## src/rtl/fpr_cdb_arbiter.sv

```systemverilog
// fpr_cdb_arbiter
//   Round-robin arbiter for the FPR common data bus. In each cycle it grants
//   at most one requesting FP execution unit. It captures that unit's ROB tag
//   and broadcasts {valid, tag, data} on fpr_cdb in the following cycle. The
//   data field is the granted unit's registered result.
//
// Ports
//   clk        : single clock, all state updates on posedge
//   reset      : synchronous, active-high
//   req_valid  : per-unit request (unit has a dispatchable entry)
//   req_ready  : per-unit grant, one-hot or zero, combinational
//   req_tag    : per-unit ROB tag, presented alongside req_valid
//   req_result : per-unit registered result, valid the cycle after grant
//   fpr_cdb    : broadcast bus, packed as {valid, tag[ROB_WIDTH-1:0], data[31:0]}
module fpr_cdb_arbiter #(
  parameter int unsigned N_REQ     = 4,
  parameter int unsigned ROB_WIDTH = 6
) (
  input  logic                                clk,
  input  logic                                reset,
  input  logic [N_REQ-1:0]                    req_valid,
  output logic [N_REQ-1:0]                    req_ready,
  input  logic [N_REQ-1:0][ROB_WIDTH-1:0]     req_tag,
  input  logic [N_REQ-1:0][31:0]              req_result,
  output logic [ROB_WIDTH+32:0]               fpr_cdb
);

  localparam int unsigned IW = $clog2(N_REQ);

  typedef struct packed {
    logic                 valid;
    logic [ROB_WIDTH-1:0] tag;
    logic [31:0]          data;
  } cdb_t;

  logic [IW-1:0]        ptr;
  logic                 gnt_vld;
  logic [IW-1:0]        gnt_idx;
  logic [ROB_WIDTH-1:0] gnt_tag;

  logic                 found;
  logic [IW-1:0]        sel_idx;
  logic [IW-1:0]        ptr_next;
  logic [IW-1:0]        j_idx;
  int unsigned          j;
  cdb_t                 cdb;

  // Search ptr, ptr+1, ... modulo N_REQ. The first valid requester wins.
  // Reset suppresses every grant, so no transfer can happen while it is high.
  always_comb begin
    found     = 1'b0;
    sel_idx   = '0;
    req_ready = '0;
    j         = 0;
    j_idx     = '0;
    if (!reset) begin
      for (int unsigned k = 0; k < N_REQ; k++) begin
        j = int'(ptr) + k;
        if (j >= N_REQ) j = j - N_REQ;
        j_idx = IW'(j);
        if (!found && req_valid[j_idx]) begin
          found          = 1'b1;
          sel_idx        = j_idx;
          req_ready[j_idx] = 1'b1;
        end
      end
    end
    ptr_next = (sel_idx == IW'(N_REQ - 1)) ? '0 : sel_idx + 1'b1;
  end

  always_ff @(posedge clk) begin
    if (reset) begin
      gnt_vld <= 1'b0;
      ptr     <= '0;
      gnt_idx <= '0;
      gnt_tag <= '0;
    end else if (found) begin
      gnt_vld <= 1'b1;
      gnt_idx <= sel_idx;
      gnt_tag <= req_tag[sel_idx];
      ptr     <= ptr_next;
    end else begin
      gnt_vld <= 1'b0;
    end
  end

  // The data field is a mux over the units' registered outputs. The unit
  // granted last cycle holds its result in this cycle.
  always_comb begin
    cdb.valid = gnt_vld;
    cdb.tag   = gnt_tag;
    cdb.data  = req_result[gnt_idx];
  end

  assign fpr_cdb = cdb;

endmodule

```

## config.mk

```make
export PLATFORM = sky130hd
export DESIGN_NAME = fpr_cdb_arbiter
export DESIGN_NICKNAME = d
export VERILOG_FILES = /design/src/rtl/fpr_cdb_arbiter.sv
export SDC_FILE = /design/constraint.sdc
export NUM_CORES = 1
export LEC_CHECK = 0
export CORE_AREA = 5 5 74 76
export DETAILED_ROUTE_END_ITERATION = 16
export DIE_AREA = 0 0 79 81
export DONT_BUFFER_PORTS = 1
export GPL_TIMING_DRIVEN = 0
export PLACE_DENSITY = 0.66
export SLEW_MARGIN = 20
export SYNTH_ARGS = -nofsm -noshare
export SYNTH_HDL_FRONTEND = slang
export SYNTH_SLANG_ARGS = --single-unit
```

## constraint.sdc

```tcl
create_clock -name clk -period 2.9 [get_ports clk]
set_input_delay 0.725 -clock clk [delete_from_list [all_inputs] [get_ports clk]]
set_output_delay 0.725 -clock clk [all_outputs]
set_load 0.1 [all_outputs]
```

After elaboration in Yosys (flattened, before gate mapping)
Cells that the tools add are included.
{ "word_totals": {"inputBits": 158, "output_inout_bits": 43, "elab_cells": 91, "regBits": 11} }
{ "op_classes": {"magnitude_cmp": 14, "mux": 51, "reduce_logical": 10, "bitwise": 3, "n_eq_ne": 1, "addsub": 8} }
{ "ops": {"columns": ["cell", "count"], "rows": [
  ["32-bit binary-select mux with 2-bit select", 1],
  ["32-bit two-way mux", 1],
  ["4-bit two-way mux", 8],
  ["2-bit two-way mux", 14],
  ["2-bit by 3-bit < comparator with 1-bit output (second input constant)", 6],
  ["1-bit two-way mux", 17],
  ["6-bit binary-select mux with 2-bit select", 1],
  ["4-bit OR", 3],
  ["3-bit >= comparator (second input constant)", 3],
  ["1-bit binary-select mux with 2-bit select", 4],
  ["1-bit demux with 2-bit select", 4],
  ["2-bit by 1-bit >= comparator with 1-bit output (second input constant)", 4],
  ["2-bit by 1-bit subtractor with 2-bit output (second input constant)", 4],
  ["1-bit logical AND", 7],
  ["2-bit by 2-bit adder with 3-bit output (second input constant)", 2],
  ["6-bit two-way mux", 1],
  ["2-bit by 1-bit adder with 3-bit output (second input constant)", 1],
  ["2-bit by 3-bit >= comparator with 1-bit output (second input constant)", 1],
  ["1-bit zero test", 3],
  ["2-bit by 1-bit adder with 2-bit output (second input constant)", 1],
  ["2-bit equality test (second input constant)", 1]
]} }

Longest topological paths before layout
Gate-level depths: netlist of run 1.
{ "depth": {"ltp_word": 21, "depth_mapped": 15} }

Least setup slack after synthesis of run 1
No wires, ideal clock.
{ "synth_timing": {"path_kind": "flip-flop to output port", "startpoint": "register ptr[0]", "endpoint": "output req_ready[0]", "path_stages_with_launch": 12, "n_path_buf": 3, "arrival_ns": 3.554, "required_ns": 2.175, "setup_slack_ns": -1.379, "cell_sequence": "dfxtp_1 -> buf_6 -> buf_2 -> inv_1 -> ha_1 -> clkbuf_1 -> nor2b_1 -> a21oi_1 -> o31a_1 -> o21ai_0 -> a221oi_1 -> nor2_1"} }
{ "synth_via": {"elab_chain_len": 19, "word_cells_on_any_way": 70, "classes_between": "add/sub: 7; order compare: 12; mux: 38; bitwise: 3; reduce/logical: 10"} }
{ "synth_rtl": {"columns": ["element", "line", "text"], "rows": [
  ["start, declared", "36", "logic [IW-1:0] ptr;"],
  ["start signal, assigned", "81", "ptr <= ptr_next;"],
  ["parallel branches: the longest is 17 deep, another holds 2-bit by 1-bit adder with 3-bit output", null, null],
  ["4-bit two-way mux (*)", "61", "if (!found && req_valid[j_idx]) begin"],
  ["4-bit two-way mux (*)", "56", "if (!reset) begin"],
  ["end, declared", "22", "output logic [N_REQ-1:0] req_ready,"]
]} }
Mark *: on every way between the ends. The select of a mux whose other input is x is not followed.

Worst setup path after layout of run 1
{ "layout_timing": {"startpoint": "register ptr[0]", "endpoint": "output req_ready[2]"} }
The elaborated chain is that of the path after synthesis.

==> flow_summary.toml, run 1 <==
[route]
wire_per_inst_um = 32.1
drt_iter0_drc = 65
drcViolationCount = 0
vias = 1715
drt_first_pass_iters = 4
avgViaCountPerCell = 7.06
postRouteAntennaNets = 0
drt-total-wl_mm = 7.80

[power]
p_int_uw = 1200
sequentialPowerShare = 0.129
p_leak_uw = 0.000755
ir_drop_uv = 657
p_switching_uw = 2460
powerDensity_nw_per_um2 = 1610
fin_total_pwr_uw = 3660
p_comb_frac = 0.830
power_frac_clock = 0.041
switching_share = 0.672

[finish]
nFillCells = 412
fin_area_um2 = 2270
layout_common_cells = "mux4_2 (34), buf_4 (11), nor2_1 (10), a21oi_1 (9), dfxtp_1 (9)"
fin_nets = 353
multi_input_area_um2 = 1690
syn_to_final_growth_pct = 22.2
layout_commonest_cell = "mux4_2"
drive_above_1_share = 0.497
regArea_um2 = 228

[grt]
antenna_found_initial = 8
gr-total-overflow = 0
grt_pass1_vias = 1705
grt_start_max_net_pins = 11
grt_pass1_wl_mm = 10.6
grt_usage = 0.220

[clock_tree]
path_clk_slew_ns = 0.05
htree_levels = 1
cts.hold.buffers_added = 0
cts_buffers = 3
clock-root-buffer = "clkbuf_8"
clkLatencyLatePin_ns = 0.23
clk_path_buf_depth = 2
cts_sinks = 11
cts_tree = "done"

[worst_setup_path]
max_stage_delay_ns = 0.49
crit_fanout = 5
path_class = "reg2out"
slowest_stage = "nor2_4"
crit_path_start_kind = "flip-flop"
cp.arrival_ns = 2.38
r2r-start = "ptr[0]"
worstPathCellList = "buf_8 > inv_8 > ha_4 > mux4_2 > nor2b_4 > a22oi_1 > nor2_2 > a221oi_4 > nor2_4"
rrSetupSlack_ns = 0.28
startpoint = "ptr[0]"
end_kind = "output pin"
critical_path_required_ns = 2.17

[timing]
finalHoldViolCount = 0
fin_hold_ws_ns = 0.732
fin_skew_ns = 0.00261
fin_setup_tns_ns = -0.756
worst_pin_slew_ns = 1.01
finalSetupViolCount = 4
finalCriticalPeriod_ns = 3.10
rsz0062_at_grt = "yes"
max_freq_ghz = 0.322
setup_slack_ns = -0.204
slew_headroom = 0.323
min_period_over_period = 1.07
slew_viol_final = 0

[synthesis]
synth_area_um2 = 1850
netlist_instances = 172
yosysSeqAreaShare = 0.119
synth_edf_count = 0
avgSynthCellArea_um2 = 10.8
yosys_warnings = 0
synth.distinct_cells = 39
async_reset_ff_frac = 0
synthFlopType = "dfxtp_1"
syn_nets = 339
ys_seq_elements = 11

[placed_design]
dp_slack_ns = -0.425
place_area_um2 = 2000
place_hpwl_mm = 6.69
gp_congestion = 0.859
port_buffers = 0

[floorplanning]
pin_count = 201
die_x_um = 79
die_y_um = 81
dieArea_um2 = 6400
fp-row-count = 25
coreArea_um2 = 4660
initial_core_util = 0.398

[run_status]
violations = "setup timing"
status = "finished, violations left"

[worst_hold_path]
worstHoldStart = "ptr[1]"
hp-class = "reg2reg"

[flow_run]
cap_violations = 0
## layout make-up
| cell class | count | area share |
|---|---|---|
| clock buffer | 4 | 0.0199 |
| buffer | 18 | 0.0497 |
| sequential | 11 | 0.100 |
| timing repair buffer | 11 | 0.0420 |
| multi-input combinational | 138 | 0.745 |
| antenna | 4 | 0.00442 |
| inverter | 3 | 0.00828 |
| tap | 54 | 0.0298 |
## synth_stat cells (4+ instances only)
master,number,area share
a22oi_1,4,0.016
a21oi_1,10,0.027
nand3_1,6,0.016
mux2i_1,5,0.027
o21ai_0,9,0.024
a221o_1,6,0.032
buf_1,4,0.0081
nor2_1,18,0.036
clkbuf_1,12,0.024
a221oi_1,4,0.019
ha_1,9,0.061
mux4_2,34,0.41
mux2_2,5,0.030
dfxtp_1,11,0.12
## critical path, delay by kind of cell, from the launching register on
kind | cells | cell delay (ns)
adder cells (fa/ha/maj) | 1 | 0.28
AND/OR/NAND/NOR | 3 | 0.85
multiplexers | 1 | 0.36
buffers and inverters | 2 | 0.14
flip-flops | 1 | 0.35
AO/OA/AOI/OAI | 2 | 0.16
## cell families after synthesis
family                     Yosys count  share of synthesized area
buffers and inverters               23                     0.0540
DFF                                 11                      0.119
muxes                               46                      0.493
AOI/OAI and AO/OA                   42                      0.161
and+or+nand+nor                     41                      0.113
adders and majority gates            9                     0.0607
## state kept, by name, summed over array words and instances (netlist names)
| name | flops |
|---|---|
| gnt_idx | 2 |
| ptr | 2 |
| gnt_vld | 1 |
| gnt_tag | 6 |
## path summary, 6_finish.rpt
check                                     to  cells past startpoint
worst max-delay path            req_ready[2]                      9
worst min-delay path                  ptr[1]                      3
worst max register to register    gnt_tag[0]                      8
worst min register to register        ptr[1]                      3
## power groups by stage
| stage | clock network (uW) | logic (uW) | registers, uW |
|---|---|---|---|
| after floorplan | 0 | 2530 | 467 |
| after global placement | 0 | 2720 | 491 |
| after detailed placement | 0 | 2740 | 490 |
| after CTS | 154 | 2900 | 475 |
| after global routing | 163 | 3180 | 480 |
| final | 149 | 3040 | 473 |
## stage by stage
step	std cells	util
detailed placement	226	0.429
global placement	226	0.429
CTS	237	0.461
global route	241	0.485
finish	243	0.486
floorplan	172	-
## per-layer routing
| metal | track usage | part of all wire |
|---|---|---|
| met4 | 0.0361 | 0.0060 |
| met5 | 0 | 0.0062 |
| met1 | 0.257 | 0.34 |
| met2 | 0.355 | 0.50 |
| met3 | 0.130 | 0.14 |
## repair_timing
item | in CTS | in global routing
gates resized for setup | 18 | 24
buffers inserted | 9 | 2
endpoints found under the setup margin | 33 | 33
pin swaps | 10 | 11
Note: power is estimated with default switching activity, not from simulation.
==> inputs of run 2 (changes only) <==
--- a/config.mk
+++ b/config.mk
@@ -11,6 +11,7 @@
 export DONT_BUFFER_PORTS = 1
 export GPL_TIMING_DRIVEN = 0
 export PLACE_DENSITY = 0.66
+export RECOVER_POWER = 25
 export SLEW_MARGIN = 20
 export SYNTH_ARGS = -nofsm -noshare
 export SYNTH_HDL_FRONTEND = slang
==> flow_summary.toml, run 2 (synthesis gave the netlist of run 1 again) <==
[timing]
rsz0062_at_grt = "yes"
min_period_over_period = 1.07
slew_viol_final = 0
finalSetupViolCount = 4
max_freq_ghz = 0.322
finalCriticalPeriod_ns = 3.10
worst_pin_slew_ns = 1.18
slew_headroom = 0.215
fin_skew_ns = 0.00261
fin_hold_ws_ns = 0.732
finalHoldViolCount = 0
setup_slack_ns = -0.204

[worst_setup_path]
worstPathCellList = "buf_8 > inv_8 > ha_4 > mux4_2 > nor2b_4 > a22oi_1 > nor2_2 > a221oi_4 > nor2_4"
crit_path_start_kind = "flip-flop"
cp.depth = 9
startpoint = "ptr[0]"
slowest_stage = "nor2_4"
cp.arrival_ns = 2.38
crit_buf_inv = 2
endpoint = "req_ready[2]"
crit_fanout = 5
end_kind = "output pin"
rrSetupSlack_ns = 0.28
r2r_end = "gnt_tag[0]"
critical_path_required_ns = 2.17
max_stage_delay_ns = 0.49
critPathTopFamily = "simple AND/OR/NAND/NOR gates"
path_class = "reg2out"
reg2regPathDepth = 8
r2r-start = "ptr[0]"

[finish]
finish.utilization = 0.485
layout_common_cells = "mux4_2 (34), nor2_1 (10), buf_4 (10)"
fin_nets = 353
stdcell_count = 243
regMostFlops = "gnt_tag"
drive_above_1_share = 0.492
syn_to_final_growth_pct = 22.0
layout_commonest_cell = "mux4_2"
largest_reg_flops = 6
largestRegisters = "gnt_tag x6, gnt_idx x2, ptr x2"

[grt]
grt_pass1_wl_mm = 10.6
grt_pass1_vias = 1705
grt_usage = 0.220
antenna_found_initial = 8
grt_start_max_net_pins = 11
gr-total-overflow = 0

[power]
fin_total_pwr_uw = 3660
p_leak_uw = 0.000752
ir_drop_uv = 657
powerDensity_nw_per_um2 = 1620

[clock_tree]
path_clk_slew_ns = 0.05
cts_buffers = 3
clkLatencyLatePin_ns = 0.23
cts.hold.buffers_added = 0
htree_levels = 1
cts_tree = "done"
cts_sinks = 11
clk_path_buf_depth = 2
clock-root-buffer = "clkbuf_8"

[route]
drcViolationCount = 0
avgViaCountPerCell = 7.06
vias = 1715
postRouteAntennaNets = 0
drt_iter0_drc = 65
wire_per_inst_um = 32.1
drt_first_pass_iters = 4
drt-total-wl_mm = 7.79

[flow_run]
cap_violations = 0

[placed_design]
port_buffers = 0
dp_slack_ns = -0.425
dp.cells = 226
place_hpwl_mm = 6.69
gp_congestion = 0.859

[worst_hold_path]
hp-class = "reg2reg"
min_path_cells = 3
worstHoldStart = "ptr[1]"

[floorplanning]
dieArea_um2 = 6400
initial_core_util = 0.398
coreArea_um2 = 4660
die_y_um = 81
die_x_um = 79
fp-row-count = 25
pin_count = 201

[run_status]
status = "finished, violations left"
violations = "setup timing"
## run 2: layout make-up
type	instances	area, um^2
Fill cell	411	2400
Timing Repair Buffer	11	95.1
Antenna cell	4	10.0
Clock buffer	4	45.0
Inverter	3	18.8
Sequential cell	11	228
Tap cell	54	67.6
Buffer	18	109
Multi-Input combinational cell	138	1690
## run 2: power by group
part	total (uW)	leakage, uW	switching, uW	internal, uW
clock network	149	0.0000228	52.7	96.1
registers	473	0.0000926	261	212
logic	3040	0.000636	2140	893
## run 2: worst min path at each step
stage            endpoint  slack, ns
4_1_cts            ptr[1]       0.73
5_1_grt        gnt_tag[2]       0.76
3_3_place_gp       ptr[1]       0.62
2_1_floorplan      ptr[1]       0.57
3_5_place_dp       ptr[1]       0.62
6_report           ptr[1]       0.73
## run 2: layer usage
metal,global-route usage,part of all wire,routed length (um),up-vias
li1,-,-,-,739
met1,0.257,0.34,2660,845
met2,0.355,0.50,3940,111
met3,0.130,0.14,1100,12
met4,0.0361,0.0060,47,8
met5,0,0.0062,48,-
## run 2: through the flow
step / setup TNS, ns / area (um^2)
6_report: -0.756 / 2260
5_1_grt: -1.09 / 2260
4_1_cts: -1.18 / 2150
3_5_place_dp: -1.59 / 2000
3_3_place_gp: -1.61 / 2000
2_1_floorplan: -0.693 / 1930
## run 2: tightest hold or removal path, stage by stage (launching register included)
cell and delay, ns:
dfxtp_4 0.35, buf_4 0.18, mux2i_1 0.09, nor2_1 0.08
## run 2: what timing repair did
item | 4_1_cts | 5_1_grt
pin swaps | 10 | 11
setup buffers | 9 | 2
setup endpoints to repair | 33 | 33
gates resized for setup | 18 | 24
